**config.mk**
```make
export PLATFORM = sky130hd
export DESIGN_NAME = mem_arbiter
export DESIGN_NICKNAME = d
export VERILOG_FILES = /design/src/rtl/mem_pkg.sv /design/src/rtl/mem_arb_port.sv /design/src/rtl/mem_arbiter.sv
export SDC_FILE = /design/constraint.sdc
export NUM_CORES = 1
export LEC_CHECK = 0
export ABC_AREA = 1
export BUFFER_PORTS_ARGS = -buffer_cell sky130_fd_sc_hd__buf_2
export CAP_MARGIN = 5
export CORE_AREA = 2 2 114 116
export DETAILED_ROUTE_END_ITERATION = 16
export DIE_AREA = 0 0 116 118
export HOLD_SLACK_MARGIN = 0.08
export PLACE_DENSITY_LB_ADDON = 0.08
export SYNTH_ARGS = -nofsm -noshare
export SYNTH_HDL_FRONTEND = slang
export SYNTH_HIERARCHICAL = 1
export SYNTH_SLANG_ARGS = --single-unit
```
**constraint.sdc**
```tcl
create_clock -name I_clk -period 1.8 [get_ports I_clk]
set_clock_uncertainty 0.1 [all_clocks]
set_input_delay 0.09 -clock I_clk [delete_from_list [all_inputs] [get_ports I_clk]]
set_output_delay 0.09 -clock I_clk [all_outputs]
set_load 0.005 [all_outputs]
```
**src/rtl/mem_pkg.sv**
```systemverilog
// Shared types and constants for the two-port memory arbiter.
package mem_pkg;

  localparam int unsigned ADDR_W = 16;
  localparam int unsigned DATA_W = 16;
  localparam int unsigned SIZE_W = 2;

  localparam logic [SIZE_W-1:0] MEM_SIZE_BYTE = 2'd1;
  localparam logic [SIZE_W-1:0] MEM_SIZE_WORD = 2'd2;

  typedef enum logic [1:0] {
    ST_IDLE  = 2'd0,
    ST_ISSUE = 2'd1,
    ST_WAIT  = 2'd2
  } arb_state_t;

  typedef struct packed {
    logic              write;
    logic [SIZE_W-1:0] size;
    logic [ADDR_W-1:0] addr;
    logic [DATA_W-1:0] data;
  } mem_req_t;

  // Winner selection: 0 = port 0, 1 = port 1. A lone pending port always wins.
  function automatic logic arb_pick(input logic fixed_prio, input logic p0_pend,
                                    input logic p1_pend, input logic rr_ptr);
    if (p0_pend && p1_pend) begin
      return fixed_prio ? 1'b0 : rr_ptr;
    end
    return p1_pend;
  endfunction

endpackage

```
**src/rtl/mem_arb_port.sv**
```systemverilog
// One-entry request buffer for a single arbiter port.
module mem_arb_port
  import mem_pkg::*;
(
  input  logic              I_clk,
  input  logic              I_reset,
  input  logic              exec,
  input  logic              write,
  input  logic [SIZE_W-1:0] size,
  input  logic [ADDR_W-1:0] addr,
  input  logic [DATA_W-1:0] data,
  input  logic              complete,
  output logic              ready,
  output logic              pending,
  output mem_req_t          req
);

  // Capture on exec while ready; free the slot on completion. ready rises
  // one edge after reset release because it simply tracks !pending.
  always_ff @(posedge I_clk) begin
    if (I_reset) begin
      ready   <= 1'b0;
      pending <= 1'b0;
      req     <= '0;
    end else if (complete) begin
      ready   <= 1'b1;
      pending <= 1'b0;
    end else if (exec && ready) begin
      ready     <= 1'b0;
      pending   <= 1'b1;
      req.write <= write;
      req.size  <= size;
      req.addr  <= addr;
      req.data  <= data;
    end else begin
      ready <= !pending;
    end
  end

endmodule

```
**src/rtl/mem_arbiter.sv**
```systemverilog
// Two-port arbiter in front of a single shared memory request interface.
module mem_arbiter
  import mem_pkg::*;
#(
  parameter int unsigned FIXED_PRIO = 0
) (
  input  logic              I_clk,
  input  logic              I_reset,
  input  logic              I_p0_exec,
  input  logic              I_p0_write,
  input  logic [SIZE_W-1:0] I_p0_size,
  input  logic [ADDR_W-1:0] I_p0_addr,
  input  logic [DATA_W-1:0] I_p0_data,
  output logic              O_p0_ready,
  output logic [DATA_W-1:0] O_p0_data,
  output logic              O_p0_data_ready,
  input  logic              I_p1_exec,
  input  logic              I_p1_write,
  input  logic [SIZE_W-1:0] I_p1_size,
  input  logic [ADDR_W-1:0] I_p1_addr,
  input  logic [DATA_W-1:0] I_p1_data,
  output logic              O_p1_ready,
  output logic [DATA_W-1:0] O_p1_data,
  output logic              O_p1_data_ready,
  input  logic              MEM_ready,
  input  logic [DATA_W-1:0] MEM_data_in,
  input  logic              MEM_data_ready,
  output logic              MEM_exec,
  output logic              MEM_write,
  output logic [SIZE_W-1:0] MEM_size,
  output logic [ADDR_W-1:0] MEM_addr,
  output logic [DATA_W-1:0] MEM_data_out
);

  arb_state_t state;
  logic       owner;
  logic       rr_ptr;

  logic       p0_pending, p1_pending;
  mem_req_t   p0_req, p1_req;
  logic       grant_c;
  mem_req_t   grant_req_c;
  logic       done_c;
  logic       p0_complete_c, p1_complete_c;

  mem_arb_port u_port0 (
    .I_clk    (I_clk),
    .I_reset  (I_reset),
    .exec     (I_p0_exec),
    .write    (I_p0_write),
    .size     (I_p0_size),
    .addr     (I_p0_addr),
    .data     (I_p0_data),
    .complete (p0_complete_c),
    .ready    (O_p0_ready),
    .pending  (p0_pending),
    .req      (p0_req)
  );

  mem_arb_port u_port1 (
    .I_clk    (I_clk),
    .I_reset  (I_reset),
    .exec     (I_p1_exec),
    .write    (I_p1_write),
    .size     (I_p1_size),
    .addr     (I_p1_addr),
    .data     (I_p1_data),
    .complete (p1_complete_c),
    .ready    (O_p1_ready),
    .pending  (p1_pending),
    .req      (p1_req)
  );

  // Arbitration result and completion detection for the current owner.
  assign grant_c       = arb_pick(FIXED_PRIO != 0, p0_pending, p1_pending, rr_ptr);
  assign grant_req_c   = grant_c ? p1_req : p0_req;
  assign done_c        = (state == ST_WAIT) && (MEM_write ? MEM_ready : MEM_data_ready);
  assign p0_complete_c = done_c && !owner;
  assign p1_complete_c = done_c && owner;

  // Arbiter FSM; memory request fields stay loaded until the next grant.
  always_ff @(posedge I_clk) begin
    if (I_reset) begin
      state           <= ST_IDLE;
      owner           <= 1'b0;
      rr_ptr          <= 1'b0;
      MEM_exec        <= 1'b0;
      MEM_write       <= 1'b0;
      MEM_size        <= '0;
      MEM_addr        <= '0;
      MEM_data_out    <= '0;
      O_p0_data       <= '0;
      O_p1_data       <= '0;
      O_p0_data_ready <= 1'b0;
      O_p1_data_ready <= 1'b0;
    end else begin
      MEM_exec        <= 1'b0;
      O_p0_data_ready <= 1'b0;
      O_p1_data_ready <= 1'b0;
      case (state)
        ST_IDLE: begin
          if ((p0_pending || p1_pending) && MEM_ready) begin
            owner        <= grant_c;
            MEM_write    <= grant_req_c.write;
            MEM_size     <= grant_req_c.size;
            MEM_addr     <= grant_req_c.addr;
            MEM_data_out <= grant_req_c.data;
            MEM_exec     <= 1'b1;
            state        <= ST_ISSUE;
          end
        end
        ST_ISSUE: begin
          state <= ST_WAIT;
        end
        ST_WAIT: begin
          if (done_c) begin
            if (!MEM_write) begin
              if (owner) begin
                O_p1_data       <= MEM_data_in;
                O_p1_data_ready <= 1'b1;
              end else begin
                O_p0_data       <= MEM_data_in;
                O_p0_data_ready <= 1'b1;
              end
            end
            rr_ptr <= !owner;
            state  <= ST_IDLE;
          end
        end
        default: begin
          state <= ST_IDLE;
        end
      endcase
    end
  end

endmodule

```
Word level (Yosys, flattened, before mapping):

Index checks and enable logic that the tools add are counted.

* bits in registers: 148
* input port bits: 92
* output and inout bits: 72

* equality and inequality tests: 4
* mux-type cells: 15
* bitwise logic cells: 7
* reductions and logical operators: 23

Operators with widths (number)
* $mux 35: 1
* $mux 1: 11
* $reduce_and 2->1: 5
* $reduce_and 4->1: 2
* $logic_and 1x1->1: 7
* $not 1->1: 7
* $pmux 2 s3: 1
* $reduce_or 2->1: 3
* $mux 2: 2
* $ne 2x2->1 const B: 2
* $reduce_or 4->1: 1
* $logic_not 1->1: 3
* $eq 2x1->1 const B: 1
* $eq 2x2->1 const B: 1
* $logic_not 2->1: 1
* $logic_or 1x1->1: 1

Depth between registers and ports, before layout:

Gate-level depths: netlist of the first run.

* depth in word-level cells: 5
* depth in mapped cells: 11
* gate-level depth less buffers: 10

Cells and area by module:

The synthesis of the first run kept the hierarchy.

By module, submodules not included
* mem_arbiter: times used 1, cells an instance 543, area an instance 3444.6 um^2, sequential area each 1481.4 um^2
* mem_arb_port: times used 2, cells an instance 231, area an instance 1522.7 um^2, sequential area each 740.7 um^2

Worst setup path after synthesis of the first run:

No wires, ideal clock.

* path kind: register to register
* from: reg MEM_write
* to: reg u_port1/req[0] (netlist name)
* data arrival time: 1.189 ns
* path slack: 0.398 ns
* cell stages (with the launch flop): 11
* path buffers: 1
* clock period less this slack: 1.402 ns
* cell sequence: dfxtp_1 > inv_1 > nand2_1 > nand2_1 > nand3_1 > inv_1 > inv_2 > nand3_4 > buf_2 > nor2_1 > nor2_1

* word-level cells in the longest chain between the ends: 5

RTL lines
* start: declaration: line mem_arbiter.sv:29 `output logic MEM_write,`
* start signal: assignment: line mem_arbiter.sv:104 `MEM_write <= grant_req_c.write;`
* $mux 1: line mem_arbiter.sv:77 `assign done_c = (state == ST_WAIT) && (MEM_write ? MEM_ready : MEM_data_ready);`
* $logic_and 1x1->1: line mem_arbiter.sv:77
* $logic_and 1x1->1: line mem_arbiter.sv:79 `assign p1_complete_c = done_c && owner;`
* named net p1_complete_c: line mem_arbiter.sv:44 `logic p0_complete_c, p1_complete_c;`
* $not 1->1 (no source line)
* $reduce_and 2->1 (no source line)
* end: declaration: line mem_arb_port.sv:15 `output mem_req_t req`

The timed path passes the listed nets, and every way through them passes these cells.
A chain may end at the register's enable or synchronous reset.

Worst setup path after layout of the first run:

* from: reg MEM_write
* to: reg u_port1/req[13] (netlist name)

The elaborated chain is that of the path after synthesis.

==> results of run 1 <==
==> through the flow <==
step | area, um2 | setup WS, ns | instances | utilization [%]
global placement | 7420 | 0.226 | 1307 | 59.8
detailed placement | 7420 | 0.177 | 1307 | 59.8
global route | 9030 | 0.0236 | 1432 | 72.8
finish | 9030 | 0.192 | 1432 | 72.8
CTS | 9020 | 0.143 | 1430 | 72.7
floorplan | 6490 | 0.398 | 1005 | -
==> sequential cells by signal, summed over array words and instances, names as in the netlist <==
register,cells
MEM_write,1
rr_ptr,1
MEM_addr,16
u_port0/ready,1
owner,1
MEM_size,2
O_p0_data_ready,1
O_p1_data,16
O_p0_data,16
O_p1_data_ready,1
u_port0/req,35
u_port1/req,35
MEM_exec,1
state,2
u_port1/ready,1
u_port0/pending,1
u_port1/pending,1
MEM_data_out,16
==> layout by cell type (no fill, tap or decap), drive strengths merged <==
cell type / instances
dfxtp: 148
inv: 153
buf: 179
nor3: 1
bufinv: 7
o21ai: 36
a21boi: 1
nor2: 321
nand3: 7
a21oi: 4
nand2: 286
clkbuf: 22
nand4: 1
clkinv: 3
dlygate4sd3: 91
==> tightest hold or removal path: stages <==
cell and delay, ns:
dlygate4sd3_1 0.52, buf_2 0.09, nor2_1 0.03, nor2_1 0.08
==> what timing repair did <==
item                                    4_1_cts  5_1_grt
setup buffers                                 0        2
hold endpoints to repair                    112        0
endpoints found under the setup margin        0        3
hold buffers                                 91        0
==> final cells by class <==
type / instances / share of cell area [%]
flip-flops and latches: 148 / 32.8
multi-input cells: 657 / 29.0
repair buffers: 270 / 21.8
inverters: 153 / 6.36
clock buffers: 22 / 5.14
clock inverters: 10 / 2.49
well taps: 172 / 2.38
==> cells by family after synthesis <==
logic type,Yosys count
buf+inv,200
compound gates,41
simple gates,616
flops,148
==> routing by layer <==
metal / part of all wire (%) / wire (um) / up-vias / global-route usage, %
met5: 0 / 0 / - / 0
met3: 5.8 / 930 / 16 / 6.39
met2: 48 / 7600 / 155 / 39.8
li1: - / - / 3379 / -
met1: 45 / 7240 / 2642 / 29.9
met4: 1.4 / 217 / 0 / 8.63
==> report_power, final <==
group | internal, mW | switching, mW
Clock | 2.81 | 1.33
Sequential | 3.48 | 0.104
Combinational | 0.522 | 0.590
==> path summary, 6_finish.rpt <==
check	from	endpoint	slack, ns
setup reg to reg	MEM_write	u_port1/req[13]	0.19
hold / removal	I_p1_data[5]	u_port1/req[5]	0.33
setup / recovery	MEM_write	u_port1/req[13]	0.19
hold reg to reg	O_p0_data[10]	O_p0_data[10]	0.37
==> summary.md, run 1 <==
| Metric | Value |
|---|---|
| Outcome | complete, no violations |
| Vias per cell | roughly 4.3 |
| Top cells by area, synth | dfxtp_1 (46%), nor2_1 (18%), nand2_1 (16%) |
| Total Wirelength | ~16 mm |
| Setup TNS | 0 ns |
| Largest family of logic cells by synthesized area | simple AND/OR/NAND/NOR gates |
| Measured slew at the worst slew-check pin | 0.403 ns |
| Crit Path Category | reg -> reg |
| Filler instances | 1037 |
| Crit-path max FO | 32 |
| Simple-gate share of the synthesized area | a little under two fifths |
| Fmax achieved | slightly above 600 MHz |
| Max stage delay cell, worst path | dfxtp_1 |
| Peak supply drop | approximately 0.00060 V |
| EDFF count, synth | 0 |
| Chip width | 116 um |
| CTS Root Cell | clkbuf_16 |
| DP Wirelength | approximately 9.6 mm |
| Yosys top cell area share | between 40% and 50% |
| Crit-path most repeated cell | nand2_1 |
| Syn Area/Cell | ~6.5 um2 |
| Starting DRT DRC Count | between 300 and 400 |
| Global-route wire length before repair | roughly 26 mm |
| Synthesized Nets | between 1k and 1.5k |
| Cells on Worst Hold Path | 4 |
| Unique masters post-synth | 21 |
| Hold Vio Cnt, Final | 0 |
| Area grow syn2layout | 39.2% |
| Hold Slack | 0.327 ns |
| CP Cell Sequence | inv_1 > nand2_1 > nand2_1 > nand3_1 > inv_1 > inv_2 > nand3_4 > buf_12 > nand2_1 > nand2_1 > nor2_1 |
| Total track usage | between 20% and 30% |
| Maximum Capacitance Violations | 0 |
| FF-to-FF path depth | 11 |
| Post-Synthesis Cells | about 1.0k |
| Critical path data arrival time | 1.86 ns |
| Leakage power total | about 4.8 nW |
| Delay-heaviest family, CP | simple AND/OR/NAND/NOR gates |
| WL/cell | roughly 11 um |
| Area of the multi-input gates | around 2600 um2 |
| Main synth FF type | dfxtp_1 |
| Storage cell area | 2960 um2 |
| Startpoint types | flip-flop |
| CP Data Required Time | around 2.1 ns |
| Ys async rst share | 0% |
| Post-synthesis compound-gate area fraction | around 3.3% |
| Synth top cells by count | nor2_1 (317), nand2_1 (284), dfxtp_1 (148), inv_1 (148), o21ai_0 (32) |
| Mapped Area | around 6500 um2 |
| Slowest stage delay, CP | roughly 0.38 ns |
| Die H | around 120 um |
| Layout Nets | around 1.3k |
| Synth Area in Adders | 0% |
| Xor and xnor area share after synthesis | 0% |
| DRC violations left | 0 |
| Die area | between 10000 and 15000 um2 |
| Max-slew headroom | 73.2% |
| Period utilization | 89.3% |
| Final GP Congestion | around 0.79 |
| Final setup vio count | 0 |
| Pwr per Cell Area | between 900 and 1000 nW/um2 |
| GRT overflow | 0 |
| Core footprint | between 10000 and 15000 um2 |
| Clock latency on the worst-skew pair | between 0.4 and 0.5 ns |
| Number of buffers added on ports | approximately 160 |
| Crit path depth | 11 |
| Slew Limit Fails | 0 |
| Worst hold path class | in -> reg |
| Io pins | 164 |
| Std-Cell Rows | just over 40 |
| Sequential share of the synthesized area | between 40 and 50% |
| Syn. warnings | 6 |
| Sink Count | 148 |
| Via count of the first global-routing pass | 5672 |
| DRT Pass-1 Iters | 5 |
| Remaining antenna violation count | 0 |
| Clock slew at reported path FFs | approximately 0.060 ns |
| Share of layout cells above drive strength 1 | 17.8% |
| Vias | 6192 |
| Max Root-Sink Buffers | 2 |
| Mux cell area share after synthesis | 0% |
| CP Capture Type | flip-flop |
| Cell with the most instances after synthesis | nor2_1 |
| Pin count of the biggest net entering global routing | 55 |
| Initial antenna violation count | 0 |
| Leading area contributor after synthesis | dfxtp_1 |
| Crit path buf inv count | 4 |
| H-tree Lvls | 4 |
| CTS resizes | 0 |
| TritonCTS clock tree | built |
| Total power | roughly 8.8 mW |
| Synth Register Bits | approximately 150 |
| Ant diodes | 0 |
| Initial Util | 52.3% |
| Number of CTS-inserted buffers | 17 |
| RSZ-0062 raised after global routing | no |
| Fin crit period | about 1.6 ns |
Power figures use the tool's default switching activity.
==> inputs of run 2 (changes only) <==
--- a/config.mk
+++ b/config.mk
@@ -8,9 +8,10 @@
 export ABC_AREA = 1
 export BUFFER_PORTS_ARGS = -buffer_cell sky130_fd_sc_hd__buf_2
 export CAP_MARGIN = 5
-export CORE_AREA = 2 2 114 116
+export CORE_AREA = 2 2 112 114
+export CTS_BUF_LIST = sky130_fd_sc_hd__clkbuf_8
 export DETAILED_ROUTE_END_ITERATION = 16
-export DIE_AREA = 0 0 116 118
+export DIE_AREA = 0 0 114 116
 export HOLD_SLACK_MARGIN = 0.08
 export PLACE_DENSITY_LB_ADDON = 0.08
 export SYNTH_ARGS = -nofsm -noshare
==> run 2 against run 1 <==
Net effect:
- sequential power about the same
- register-to-register slack better by 0.06 ns
- critical endpoint is now u_port0/req[22]
- first-iteration DRC count rose by 16%
- critical path type unchanged
- final cell count is 2.2% lower
- critical path depth is 1 lower
- combinational power about the same
==> summary.md, run 2 (same netlist as run 1, synthesis figures left out) <==
| Metric | Value |
|---|---|
| GRT overflow | 0 (unchanged) |
| FF-to-FF path depth | 10 (-1) |
| Fin crit period | 1.55 ns (-0.0609 ns) |
| Total Wirelength | 15.2 mm (-4.9%) |
| Slew Limit Fails | 0 (unchanged) |
| Critical path data arrival time | 1.77 ns (-0.09 ns) |
| Starting DRT DRC Count | 381 (+16%) |
| Peak supply drop | 0.000599 V (-0.38%) |
| Core footprint | 11900 um2 (-4.1%) |
| Delay-heaviest family, CP | simple AND/OR/NAND/NOR gates |
| Worst hold path class | in -> reg |
| Cells on Worst Hold Path | 4 (unchanged) |
| WL/cell | 10.9 um (-2.8%) |
| TritonCTS clock tree | built |
| DRT Pass-1 Iters | 5 (unchanged) |
| Fmax achieved | 646 MHz (+3.9%) |
| Total track usage | 23.5% (-0.54 points) |
| Initial Util | 54.5% (+2.2 points) |
| Pwr per Cell Area | 821 nW/um2 (-16%) |
| Die H | 116 um (-1.7%) |
| Final setup vio count | 0 (unchanged) |
| Placed Area | 7390 um2 (-0.35%) |
| Clock slew at reported path FFs | 0.07 ns (about the same) |
| Crit Path Category | reg -> reg |
| Startpoint types | flip-flop |
| CP Data Required Time | 2.03 ns (-0.03 ns) |
| Clock latency on the worst-skew pair | 0.43 ns (about the same) |
| Via count of the first global-routing pass | 5530 (-2.5%) |
| Global-route wire length before repair | 25.0 mm (-5.3%) |
| Io pins | 164 (unchanged) |
| DRC violations left | 0 (unchanged) |
| Die area | 13200 um2 (-3.4%) |
| Measured slew at the worst slew-check pin | 0.681 ns (+0.279 ns) |
| DP Wirelength | 9.43 mm (-1.9%) |
| Most frequent cells in the layout | nor2_1 (317), nand2_1 (284), buf_2 (163) |
| CP Capture Type | flip-flop |
| Design area | 8680 um2 (-3.9%) |
| CP Cell Sequence | inv_2 > nor2_8 > nand2_1 > nor2_1 > inv_2 > nand3_4 > buf_12 > nand2_1 > nand2_1 > nor2_1 |
| Storage cell area | 2960 um2 (unchanged) |
| Pin count of the biggest net entering global routing | 42 (-24%) |
| Vias per cell | 4.38 (+1.3%) |
| Top flop regs | u_port0/req x35, u_port1/req x35 |
| RSZ-0062 raised after global routing | no |
| Area of the multi-input gates | 2620 um2 (unchanged) |
| Outcome | complete, no violations |
| Total power | 7.13 mW (-19%) |
| Fin cells | 1401 (-2.2%) |
| Post-CTS Setup Inserts | 0 (unchanged) |
| CTS resizes | 0 (unchanged) |
| H-tree Lvls | 4 (unchanged) |
| Hold Slack | 0.315 ns (-0.0127 ns) |
| Vias | 6137 (-0.89%) |
| Initial antenna violation count | 0 (unchanged) |
| Layout Utilization | 72.9% (+0.13 points) |
| Layout Nets | 1336 (-0.22%) |
| Setup TNS | 0 ns (unchanged) |
| Filler instances | 1026 (-1.1%) |
| Cts hold-fix bufs | 91 (unchanged) |
| Chip width | 114 um (-1.7%) |
| Number of buffers added on ports | 163 (unchanged) |
| Max-slew headroom | 54.5% (-19 points) |
| Crit path buf inv count | 3 (-1) |
| Remaining antenna violation count | 0 (unchanged) |
| CTS Root Cell | clkbuf_8 |
| Slowest stage delay, CP | 0.38 ns (about the same) |
| Std-Cell Rows | 40 (-2.4%) |
| Max stage delay cell, worst path | dfxtp_1 |
| Final GP Congestion | 0.778 (-1.6%) |
| Crit path depth | 10 (-1) |
| Final WS setup | 0.253 ns (+0.0609 ns) |
| Area grow syn2layout | 33.8% |
| Maximum Capacitance Violations | 0 (unchanged) |
| DP Worst Slack | 0.267 ns (+0.0907 ns) |
| Crit-path max FO | 40 (+25%) |
| Number of CTS-inserted buffers | 17 (unchanged) |
| Period utilization | 86.0% (-3.4 points) |
| Placed insts | 1281 (-2.0%) |
| Sink Count | 148 (unchanged) |
| Crit-path most repeated cell | nand2_1 |
| Share of layout cells above drive strength 1 | 17.5% (-0.31 points) |
| Most common cell after layout, fill and taps aside | nor2_1 |
| Hold Vio Cnt, Final | 0 (unchanged) |
| Max Root-Sink Buffers | 2 (unchanged) |
| Ant diodes | 0 (unchanged) |
| Leakage power total | 4.62 nW (-3.1%) |
run 2: final timing paths:
| path | start | end | slack, ns |
|---|---|---|---|
| max | state[1] | u_port0/req[22] | 0.25 |
| max reg2reg | state[1] | u_port0/req[22] | 0.25 |
| min reg2reg | O_p0_data[2] | O_p0_data[2] | 0.38 |
| min | I_p1_data[1] | u_port1/req[1] | 0.31 |
run 2: final cells by class:
| cell class | instances | area share [%] |
|---|---|---|
| clock buffers | 24 | 3.80 |
| clock inverters | 5 | 0.576 |
| multi-input cells | 657 | 30.2 |
| flip-flops and latches | 148 | 34.1 |
| well taps | 147 | 2.12 |
| repair buffers | 267 | 22.6 |
| inverters | 153 | 6.61 |
run 2: tightest hold or removal path, cell delays in order:
cell and delay, ns:
dlygate4sd3_1 0.52, buf_2 0.09, nor2_1 0.03, nor2_1 0.08
run 2: per-layer routing:
metal / share of wire (%) / vias up / track usage [%] / wire length (um)
li1: - / 3367 / - / -
met4: 1.8 / 0 / 9.67 / 275
met5: 0 / - / 0 / 0
met3: 5.3 / 19 / 6.07 / 809
met2: 47 / 154 / 39.7 / 7130
met1: 46 / 2597 / 28.7 / 6990
run 2: power by group:
group	internal [mW]	total, mW	switching, mW
logic	0.520	1.10	0.578
registers	3.48	3.58	0.104
clock network	1.32	2.45	1.13
total	5.31	7.13	1.82
==> inputs of run 3 (changes only) <==
--- a/config.mk
+++ b/config.mk
@@ -5,13 +5,12 @@
 export SDC_FILE = /design/constraint.sdc
 export NUM_CORES = 1
 export LEC_CHECK = 0
-export ABC_AREA = 1
 export BUFFER_PORTS_ARGS = -buffer_cell sky130_fd_sc_hd__buf_2
 export CAP_MARGIN = 5
-export CORE_AREA = 2 2 112 114
+export CORE_AREA = 2 2 114 116
 export CTS_BUF_LIST = sky130_fd_sc_hd__clkbuf_8
 export DETAILED_ROUTE_END_ITERATION = 16
-export DIE_AREA = 0 0 114 116
+export DIE_AREA = 0 0 116 118
 export HOLD_SLACK_MARGIN = 0.08
 export PLACE_DENSITY_LB_ADDON = 0.08
 export SYNTH_ARGS = -nofsm -noshare
==> run 3 against run 2 <==
Net effect:
- critical path depth decreased by 4
- count of clock-buffer cells in the layout decreased by 4
- die area increased by 3.5%
- non-clock buffer count increased by 12
- final area increased by 3.7%
- final cell count decreased by 24%
- clock power decreased by 11%
- total power decreased by 2.7%
- largest cell class is now multi-input gates
- highest routed layer unchanged
==> summary.md, run 3 <==
| Metric | Value |
|---|---|
| Outcome | complete, no violations |
| CP startpoint | MEM_write |
| WL/cell | 15.7 um (+44%) |
| Worst hold path class | in -> reg |
| Pwr per Cell Area | 770 nW/um2 (-6.2%) |
| Vias | 5451 (-11%) |
| FF-to-FF path depth | 6 (-4) |
| Cell with the most instances after synthesis | nand2b_1 |
| Synth top cells by count | nand2b_1 (191), dfxtp_1 (148), mux2i_1 (102) |
| Number of buffers added on ports | 163 (unchanged) |
| Setup TNS | 0 ns (unchanged) |
| Leakage power total | 3.75 nW (-19%) |
| TritonCTS clock tree | built |
| Initial antenna violation count | 0 (unchanged) |
| Fmax achieved | 558 MHz (-14%) |
| Number of CTS-inserted buffers | 17 (unchanged) |
| Hold Slack | 0.347 ns (+0.0323 ns) |
| Measured slew at the worst slew-check pin | 0.480 ns (-0.201 ns) |
| Crit path to | u_port1/req[9] |
| Ant diodes | 0 (unchanged) |
| Filler instances | 936 (-8.8%) |
| Post-Synthesis Cells | 636 (-37%) |
| Core footprint | 12400 um2 (+4.2%) |
| Crit-path max FO | 10 (-75%) |
| Fin crit period | 1.79 ns (+0.244 ns) |
| DRT Pass-1 Iters | 5 (unchanged) |
| Io pins | 164 (unchanged) |
| Max Root-Sink Buffers | 2 (unchanged) |
| Pin count of the biggest net entering global routing | 61 (+45%) |
| Total Wirelength | 16.6 mm (+9.3%) |
| Most common cell after layout, fill and taps aside | nand2b_1 |
| Chip width | 116 um (+1.8%) |
| Std-Cell Rows | 41 (+2.5%) |
| CP Capture Type | flip-flop |
| Maximum Capacitance Violations | 0 (unchanged) |
| Global-route wire length before repair | 26.7 mm (+6.8%) |
| Main synth FF type | dfxtp_1 |
| Storage cell area | 2960 um2 (about the same) |
| Sink Count | 148 (unchanged) |
| DRC violations left | 0 (unchanged) |
| RSZ-0062 raised after global routing | yes |
| Clock slew at reported path FFs | 0.07 ns (about the same) |
| Critical path data arrival time | 2.06 ns (+0.29 ns) |
| Vias per cell | 5.14 (+17%) |
| Period utilization | 99.5% (+14 points) |
| Startpoint types | flip-flop |
| Area of the multi-input gates | 3250 um2 (+24%) |
| Most frequent cells in the layout | nand2b_1 (191), buf_2 (162), dfxtp_1 (147) |
| Syn Area/Cell | 10.6 um2 (+64%) |
| Crit Path Category | reg -> reg |
| Final WS setup | 0.00832 ns (-0.244 ns) |
| Mapped Area | 6740 um2 (+3.8%) |
| H-tree Lvls | 4 (unchanged) |
| Via count of the first global-routing pass | 5668 (+2.5%) |
| Slew Limit Fails | 0 (unchanged) |
| Clock latency on the worst-skew pair | 0.44 ns (about the same) |
| Total power | 6.93 mW (-2.7%) |
| CTS Root Cell | clkbuf_8 |
| Layout Nets | 970 (-27%) |
| Starting DRT DRC Count | 334 (-12%) |
| DP Worst Slack | -0.0287 ns (-0.296 ns) |
| Remaining antenna violation count | 0 (unchanged) |
| Final setup vio count | 0 (unchanged) |
| Die H | 118 um (+1.7%) |
| Reg2reg setup slack | 0.008 ns (-0.24 ns) |
| Sequential share of the synthesized area | 44.0% (-1.7 points) |
| Area grow syn2layout | 33.6% |
| RR Startpoint | MEM_write |
| Total track usage | 24.7% (+1.2 points) |
| GRT overflow | 0 (unchanged) |
| Share of layout cells above drive strength 1 | 28.3% (+11 points) |
| Top cells by area, synth | dfxtp_1 (44%), nand2b_1 (18%), mux2i_1 (15%) |
| EDFF count, synth | 0 (unchanged) |
| Top flop regs | u_port0/req x35, u_port1/req x35 |
| Final GP Congestion | 0.775 (-0.36%) |
| Die area | 13700 um2 (+3.5%) |
| Syn. warnings | 6 (unchanged) |
| Synthesized Nets | 728 (-34%) |
| Synth Register Bits | 148 (unchanged) |
| Yosys top cell area share | 44.0% (-1.7 points) |
| Layout Utilization | 72.5% (-0.39 points) |
| Ys async rst share | 0% (unchanged) |
| DP Wirelength | 10.5 mm (+12%) |
| Hold Vio Cnt, Final | 0 (unchanged) |
| Unique masters post-synth | 32 (+52%) |
| FF-to-FF End | u_port1/req[9] |
| Leading area contributor after synthesis | dfxtp_1 |
| Max-slew headroom | 68.0% (+13 points) |
| Initial Util | 54.3% (-0.20 points) |
| CP Data Required Time | 2.06 ns (+0.03 ns) |
| Peak supply drop | 0.000494 V (-18%) |
==> run 3: repair_timing <==
| action | in CTS | in global routing |
|---|---|---|
| gates cloned | 3 | 0 |
| gates resized for setup | 7 | 1 |
| setup endpoints to repair | 28 | 19 |
| hold buffers | 91 | 0 |
| setup buffers | 5 | 0 |
| endpoints found under the hold margin | 113 | 0 |
==> run 3: logic make-up after synthesis <==
group           count (synthesis)  synth area share, %
compound gates                 80                 12.7
flops                         148                 44.0
buf+inv                        94                 8.26
simple gates                  211                 19.7
mux                           103                 15.3
==> run 3: power breakdown <==
group	leakage (nW)	switching, mW	internal [mW]
combinational	2.36	0.553	0.670
sequential	1.20	0.0995	3.44
clock	0.186	1.16	1.01
total	3.75	1.81	5.12
==> run 3: layout make-up <==
type	instances	share of cell area (%)
multi-input cells	394	36.1
flip-flops and latches	148	32.9
repair buffers	279	23.4
clock buffers	20	3.06
well taps	172	2.39
inverters	38	1.58
clock inverters	10	0.514
==> run 3: per-layer routing <==
metal	share of wire, %	GRT usage [%]
met1	43	30.3
met2	50	42.4
met3	4.9	5.51
met4	1.5	8.33
met5	0	0
==> run 3: how the worst min path moves through the flow <==
stage	from	to	slack, ns	depth (start not counted)
finish	I_p0_addr[7]	u_port0/req[23]	0.35	4
global route	I_p0_addr[7]	u_port0/req[23]	0.33	4
CTS	I_p0_addr[7]	u_port0/req[23]	0.32	4
detailed placement	I_p0_addr[8]	u_port0/req[24]	0.26	3
global placement	I_p0_addr[7]	u_port0/req[23]	0.25	3
floorplan	I_p0_data[10]	u_port0/req[10]	0.14	2
==> run 3: critical path: stages, from the launching register on <==
cell	delay, ns
dfxtp_2	0.35
mux2_4	0.32
and3_4	0.17
and3b_2	0.29
buf_12	0.13
buf_12	0.14
mux2i_1	0.20
==> run 3: stage by stage <==
stage	cell area (um2)	cells
2_1_floorplan	6740	636
3_3_place_gp	7630	934
3_5_place_dp	7630	934
4_1_cts	9020	1062
5_1_grt	9000	1061
6_report	9000	1061
